File: config.mk
export PLATFORM = sky130hd
export DESIGN_NAME = ps2_keyboard_rx
export DESIGN_NICKNAME = d
export VERILOG_FILES = /design/src/rtl/ps2_keyboard_rx.sv
export SDC_FILE = /design/constraint.sdc
export NUM_CORES = 1
export LEC_CHECK = 0
export BUFFER_PORTS_ARGS = -buffer_cell sky130_fd_sc_hd__buf_2
export CORE_MARGIN = 3
export CORE_UTILIZATION = 30
export CTS_CLUSTER_SIZE = 10
export DETAILED_ROUTE_END_ITERATION = 10
export GPL_TIMING_DRIVEN = 0
export PLACE_DENSITY = 0.45
export SETUP_SLACK_MARGIN = 0.1
export SYNTH_ARGS = -nofsm -noshare
export SYNTH_HDL_FRONTEND = slang
export SYNTH_SLANG_ARGS = --single-unit
export TNS_END_PERCENT = 50
File: constraint.sdc
create_clock -name CLK_CPU -period 5 [get_ports CLK_CPU]
set_clock_uncertainty 0.1 [all_clocks]
set_input_delay 0.25 -clock CLK_CPU [delete_from_list [all_inputs] [get_ports CLK_CPU]]
set_output_delay 0.25 -clock CLK_CPU [all_outputs]
set_load 0.05 [all_outputs]
File: src/rtl/ps2_keyboard_rx.sv
// PS/2 keyboard receiver: synchronizes and deglitches the keyboard lines, decodes
// 11-bit frames into scancodes and queues them in a first-word-fall-through FIFO.
module ps2_keyboard_rx #(
   parameter int FIFO_DEPTH     = 4,
   parameter int FILTER_LEN     = 4,
   parameter int TIMEOUT_CYCLES = 50000
) (
   input  logic       CLK_CPU,
   input  logic       reset,
   input  logic       keyboard_clock,
   input  logic       keyboard_data,
   output logic [7:0] scancode_data,
   output logic       scancode_valid,
   input  logic       scancode_ready,
   output logic       frame_error,
   output logic       overflow,
   input  logic       overflow_clear
);

   localparam int AW = $clog2(FIFO_DEPTH);
   localparam int FW = $clog2(FILTER_LEN + 1);
   localparam int TW = $clog2(TIMEOUT_CYCLES + 1);

   typedef enum logic [1:0] {IDLE, DATA, PARITY, STOP} state_t;

   logic          kclk_meta, kclk_sync, kdat_meta, kdat_sync;
   logic          kclk_filt;
   logic [FW-1:0] filt_cnt;
   logic          fall;

   state_t        state;
   logic [2:0]    bit_cnt;
   logic [7:0]    shift_reg;
   logic          parity_reg;
   logic [TW-1:0] to_cnt;
   logic          stop_ok, push, timeout;

   logic [7:0]    mem [FIFO_DEPTH];
   logic [AW:0]   wr_ptr, rd_ptr, fill;
   logic          empty, full, pop, wr_en;

   // Lines idle high, so every conditioning flop resets to 1.
   always_ff @(posedge CLK_CPU or negedge reset) begin
      if (!reset) begin
         kclk_meta <= 1'b1;
         kclk_sync <= 1'b1;
         kdat_meta <= 1'b1;
         kdat_sync <= 1'b1;
         kclk_filt <= 1'b1;
         filt_cnt  <= '0;
      end else begin
         kclk_meta <= keyboard_clock;
         kclk_sync <= kclk_meta;
         kdat_meta <= keyboard_data;
         kdat_sync <= kdat_meta;
         if (kclk_sync == kclk_filt) begin
            filt_cnt <= '0;
         end else if (filt_cnt == FW'(FILTER_LEN - 1)) begin
            kclk_filt <= kclk_sync;
            filt_cnt  <= '0;
         end else begin
            filt_cnt <= filt_cnt + 1'b1;
         end
      end
   end

   // Edge is the cycle in which the filtered clock is about to drop.
   assign fall    = kclk_filt && !kclk_sync && (filt_cnt == FW'(FILTER_LEN - 1));
   assign stop_ok = kdat_sync && (^{shift_reg, parity_reg});
   assign push    = (state == STOP) && fall && stop_ok;
   assign timeout = (state != IDLE) && !fall && (to_cnt == TW'(TIMEOUT_CYCLES - 1));

   always_ff @(posedge CLK_CPU or negedge reset) begin
      if (!reset) begin
         state       <= IDLE;
         bit_cnt     <= '0;
         shift_reg   <= '0;
         parity_reg  <= 1'b0;
         to_cnt      <= '0;
         frame_error <= 1'b0;
      end else begin
         frame_error <= 1'b0;
         if (state == IDLE) begin
            to_cnt <= '0;
            if (fall && !kdat_sync) begin
               state   <= DATA;
               bit_cnt <= '0;
            end
         end else if (fall) begin
            to_cnt <= '0;
            case (state)
               DATA: begin
                  shift_reg <= {kdat_sync, shift_reg[7:1]};
                  bit_cnt   <= bit_cnt + 1'b1;
                  if (bit_cnt == 3'd7) state <= PARITY;
               end
               PARITY: begin
                  parity_reg <= kdat_sync;
                  state      <= STOP;
               end
               default: begin
                  state <= IDLE;
                  if (!stop_ok) frame_error <= 1'b1;
               end
            endcase
         end else if (timeout) begin
            state       <= IDLE;
            frame_error <= 1'b1;
            to_cnt      <= '0;
         end else begin
            to_cnt <= to_cnt + 1'b1;
         end
      end
   end

   assign fill  = wr_ptr - rd_ptr;
   assign empty = (wr_ptr == rd_ptr);
   assign full  = (fill == (AW+1)'(FIFO_DEPTH));
   assign pop   = !empty && scancode_ready;
   // A full FIFO still accepts a byte when the head leaves in the same cycle.
   assign wr_en = push && (!full || pop);

   always_ff @(posedge CLK_CPU) begin
      if (wr_en) mem[wr_ptr[AW-1:0]] <= shift_reg;
   end

   always_ff @(posedge CLK_CPU or negedge reset) begin
      if (!reset) begin
         wr_ptr   <= '0;
         rd_ptr   <= '0;
         overflow <= 1'b0;
      end else begin
         if (wr_en) wr_ptr <= wr_ptr + 1'b1;
         if (pop)   rd_ptr <= rd_ptr + 1'b1;
         if (push && full && !pop) overflow <= 1'b1;
         else if (overflow_clear)  overflow <= 1'b0;
      end
   end

   assign scancode_valid = !empty;
   assign scancode_data  = empty ? 8'h00 : mem[rd_ptr[AW-1:0]];

endmodule

==> impl_metrics.tcl <==
set metrics [dict create \
    route.detailed.drc 0 \
    antenna_left 0 \
    crit_fanout 10 \
    place_area_sq_um 3770 \
    crit_arrival_ps 2690 \
    ys_warn_count 0 \
    post_drt_wl_per_cell_microns 14.1 \
    drv_cap 0 \
    final_nets 311 \
    status "complete, no violations" \
    grt_antenna_before_repair 0 \
    worst_hold_path_type "input pin to asynchronous set/reset pin" \
    cts_root_buffer "clkbuf_16" \
    switching_share_pct 32.6 \
    start_util_pct 31.6 \
    timing.fmax_mhz 356 \
    tns_ps 0 \
    antenna_cells 0 \
    synth_seq_cells 78 \
    row_count 38 \
    grt_max_degree 47 \
    setup_viol 0 \
    die-area_sq_um 13100 \
    combPwrFrac_pct 24.8 \
    grt_pass1_wl_microns 10500 \
    grt_pass1_vias 2002 \
    drt-pass1-iter-count 4 \
    power.switching_mw 0.621 \
    ys_top_cells_by_area "dfrtp_1 (29%), edfxtp_1 (27%), ha_1 (6.0%), mux4_2 (5.1%), xnor2_1 (4.0%)" \
    synthToLayoutAreaGrowth_pct 16.7 \
    core_sq_um 11100 \
    seq_area_frac_synth_pct 60.2 \
    fp.dieW_microns 114 \
    worstPathRequired_ps 4880 \
    ys_types 39 \
    path_cells "clkbuf_1 > inv_1 > ha_1 > nor2b_1 > nor3_1 > o211ai_1 > and3_1 > and2_1" \
    wl_microns 6110 \
    tritoncts "built" \
    vdd_drop_max_mv 0.243 \
    cts_sinks 78 \
    ys.flop_type "dfrtp_1" \
    gr-usage-all-layers_pct 10.5 \
    async_flop_share_pct 59.0 \
    worst_pin_slew_ps 1050 \
    post-route-period-util_pct 56.2 \
    viasPerCell 4.53 \
    cp_num_buf_inv 2 \
    drt_first_iter_violations 56 \
    power.leakage_nw 1.67 \
    cpPeakStageDelay_ps 460 \
    slew_headroom_pct 30.0 \
    min_period_ps 2810 \
    slew_viol_final 0 \
    cts_max_path_buffers 2 \
    insertion_delay_ps 330 \
    largest_reg_flops 32 \
    slowest_stage "clkbuf_1" \
    design_area_sq_um 4110 \
    crit_family "simple AND/OR/NAND/NOR gates" \
    p_per_area_nw_per_um2 463 \
    cellInternalPower_mw 1.28 \
    vias 1962 \
    pin_count 17 \
    hold_violations 0 \
    numCtsBuffers 9 \
    gp_congestion 0.738 \
    synth_edf_count 32 \
    grt_overflow 0 \
    clkPwrFrac_pct 35.9 \
    synth_area_per_cell_sq_um 13.6 \
    clk_pin_slew_ps 60 \
    dpl.hpwl_microns 4000 \
    layout-drive-gt1-share_pct 21.5 \
    htree_levels 3 \
    netlist.area_leader.share_pct 29.2 \
    port-buffer-count 16 \
    seq_power_share_pct 39.3 \
    synth_area_leader_cell "dfrtp_1" \
    critPathKind "flip-flop to flip-flop" \
    syn_nets 282 \
    end_kind "flip-flop" \
    syn-cell-area_sq_um 3520 \
    rsz0062_at_grt "false" \
    cp-start-kind "flip-flop" \
    fp.dieH_microns 114 \
    syn_inst 259 \
]
## cell usage in the layout, fill, tap and decap left out, drive strengths merged, types with 8 or more instances in the layout
cell type / synthesis / layout
and2: 12 / 12
buf: 1 / 17
clkbuf: 5 / 14
dfrtp: 41 / 41
edfxtp: 32 / 32
ha: 17 / 17
inv: 10 / 14
mux2: 12 / 12
mux4: 8 / 8
nand2: 17 / 17
nor2: 20 / 20
xnor2: 16 / 16
xor2: 8 / 8
## synth_stat cells (2+ instances only)
cell      count
and2_1       12
xor2_1        8
nor2_1       20
o21ai_0       6
dfrtp_1      41
nand3_1       7
mux2_2       12
ha_1         17
nand2_1      16
nor2b_1       6
nor3_1        2
dfstp_2       5
or4bb_1       2
and3_1        5
inv_1        10
nand4_1       4
or2_2         2
a31oi_1       4
xnor2_1      16
a21oi_1       2
clkbuf_1      5
edfxtp_1     32
mux4_2        8
nand2b_1      2
## path summary, 6_finish.rpt
kind / cells after the start / startpoint / end / slack (ps)
worst max register to register: 8 / rd_ptr[1] / mem[0][0] / 2190
worst max-delay path: 8 / rd_ptr[1] / mem[0][0] / 2190
max in group asynchronous: 1 / reset / filt_cnt[2] / 4150
worst min register to register: 0 / kdat_meta / kdat_sync / 260
worst min-delay path: 1 / reset / to_cnt[8] / 5
min in group CLK_CPU: 2 / overflow_clear / overflow / 20
## per-layer routing
layer / routed length [microns] / vias up / track usage, %
met4: 110 / 0 / 4.51
li1: - / 977 / -
met1: 2950 / 947 / 14.0
met5: 0 / - / 0
met2: 2880 / 30 / 16.1
met3: 167 / 8 / 2.91
## metrics by stage
step	utilization (%)	instances	setup WS [ps]	power, mW	hold WS, ps
floorplan	-	259	2470	1.13	-146
global placement	33.9	415	2140	1.24	245
detailed placement	33.9	415	2080	1.25	248
CTS	36.9	433	2060	1.94	12.9
global route	36.9	433	1890	2.02	28.4
finish	36.9	433	2190	1.90	5.04
## kinds of logic after synthesis
family | Yosys count | synth area share [%]
xor+xnor | 25 | 6.61
simple gates | 87 | 13.6
compound gates | 15 | 2.53
fa+ha+maj | 17 | 6.05
buf+inv | 16 | 1.74
mux | 21 | 9.25
flops | 78 | 60.2
## what timing repair did
action | 4_1_cts | 5_1_grt
hold endpoints to repair | 2 | 0
gates resized for setup | 0 | 0
buffers inserted | 0 | 0
hold buffers | 2 | 0
## power by group through the flow
stage / clock, mW / sequential [mW] / combinational [mW]
floorplan: 0 / 0.753 / 0.378
global placement: 0 / 0.761 / 0.481
detailed placement: 0 / 0.761 / 0.487
CTS: 0.707 / 0.748 / 0.489
global route: 0.736 / 0.755 / 0.527
finish: 0.684 / 0.747 / 0.472
## cell type report
type                       instances  area (sq um)
tap                              140           175
multi-input combinational        165          1340
sequential                        78          2120
clock buffer                       9           225
timing repair buffer              18           100
buffer                             6          23.8
clock inverter                     7          88.8
inverter                          10          37.5
fill                            1125          7020
Note: power is estimated with default switching activity, not from simulation.
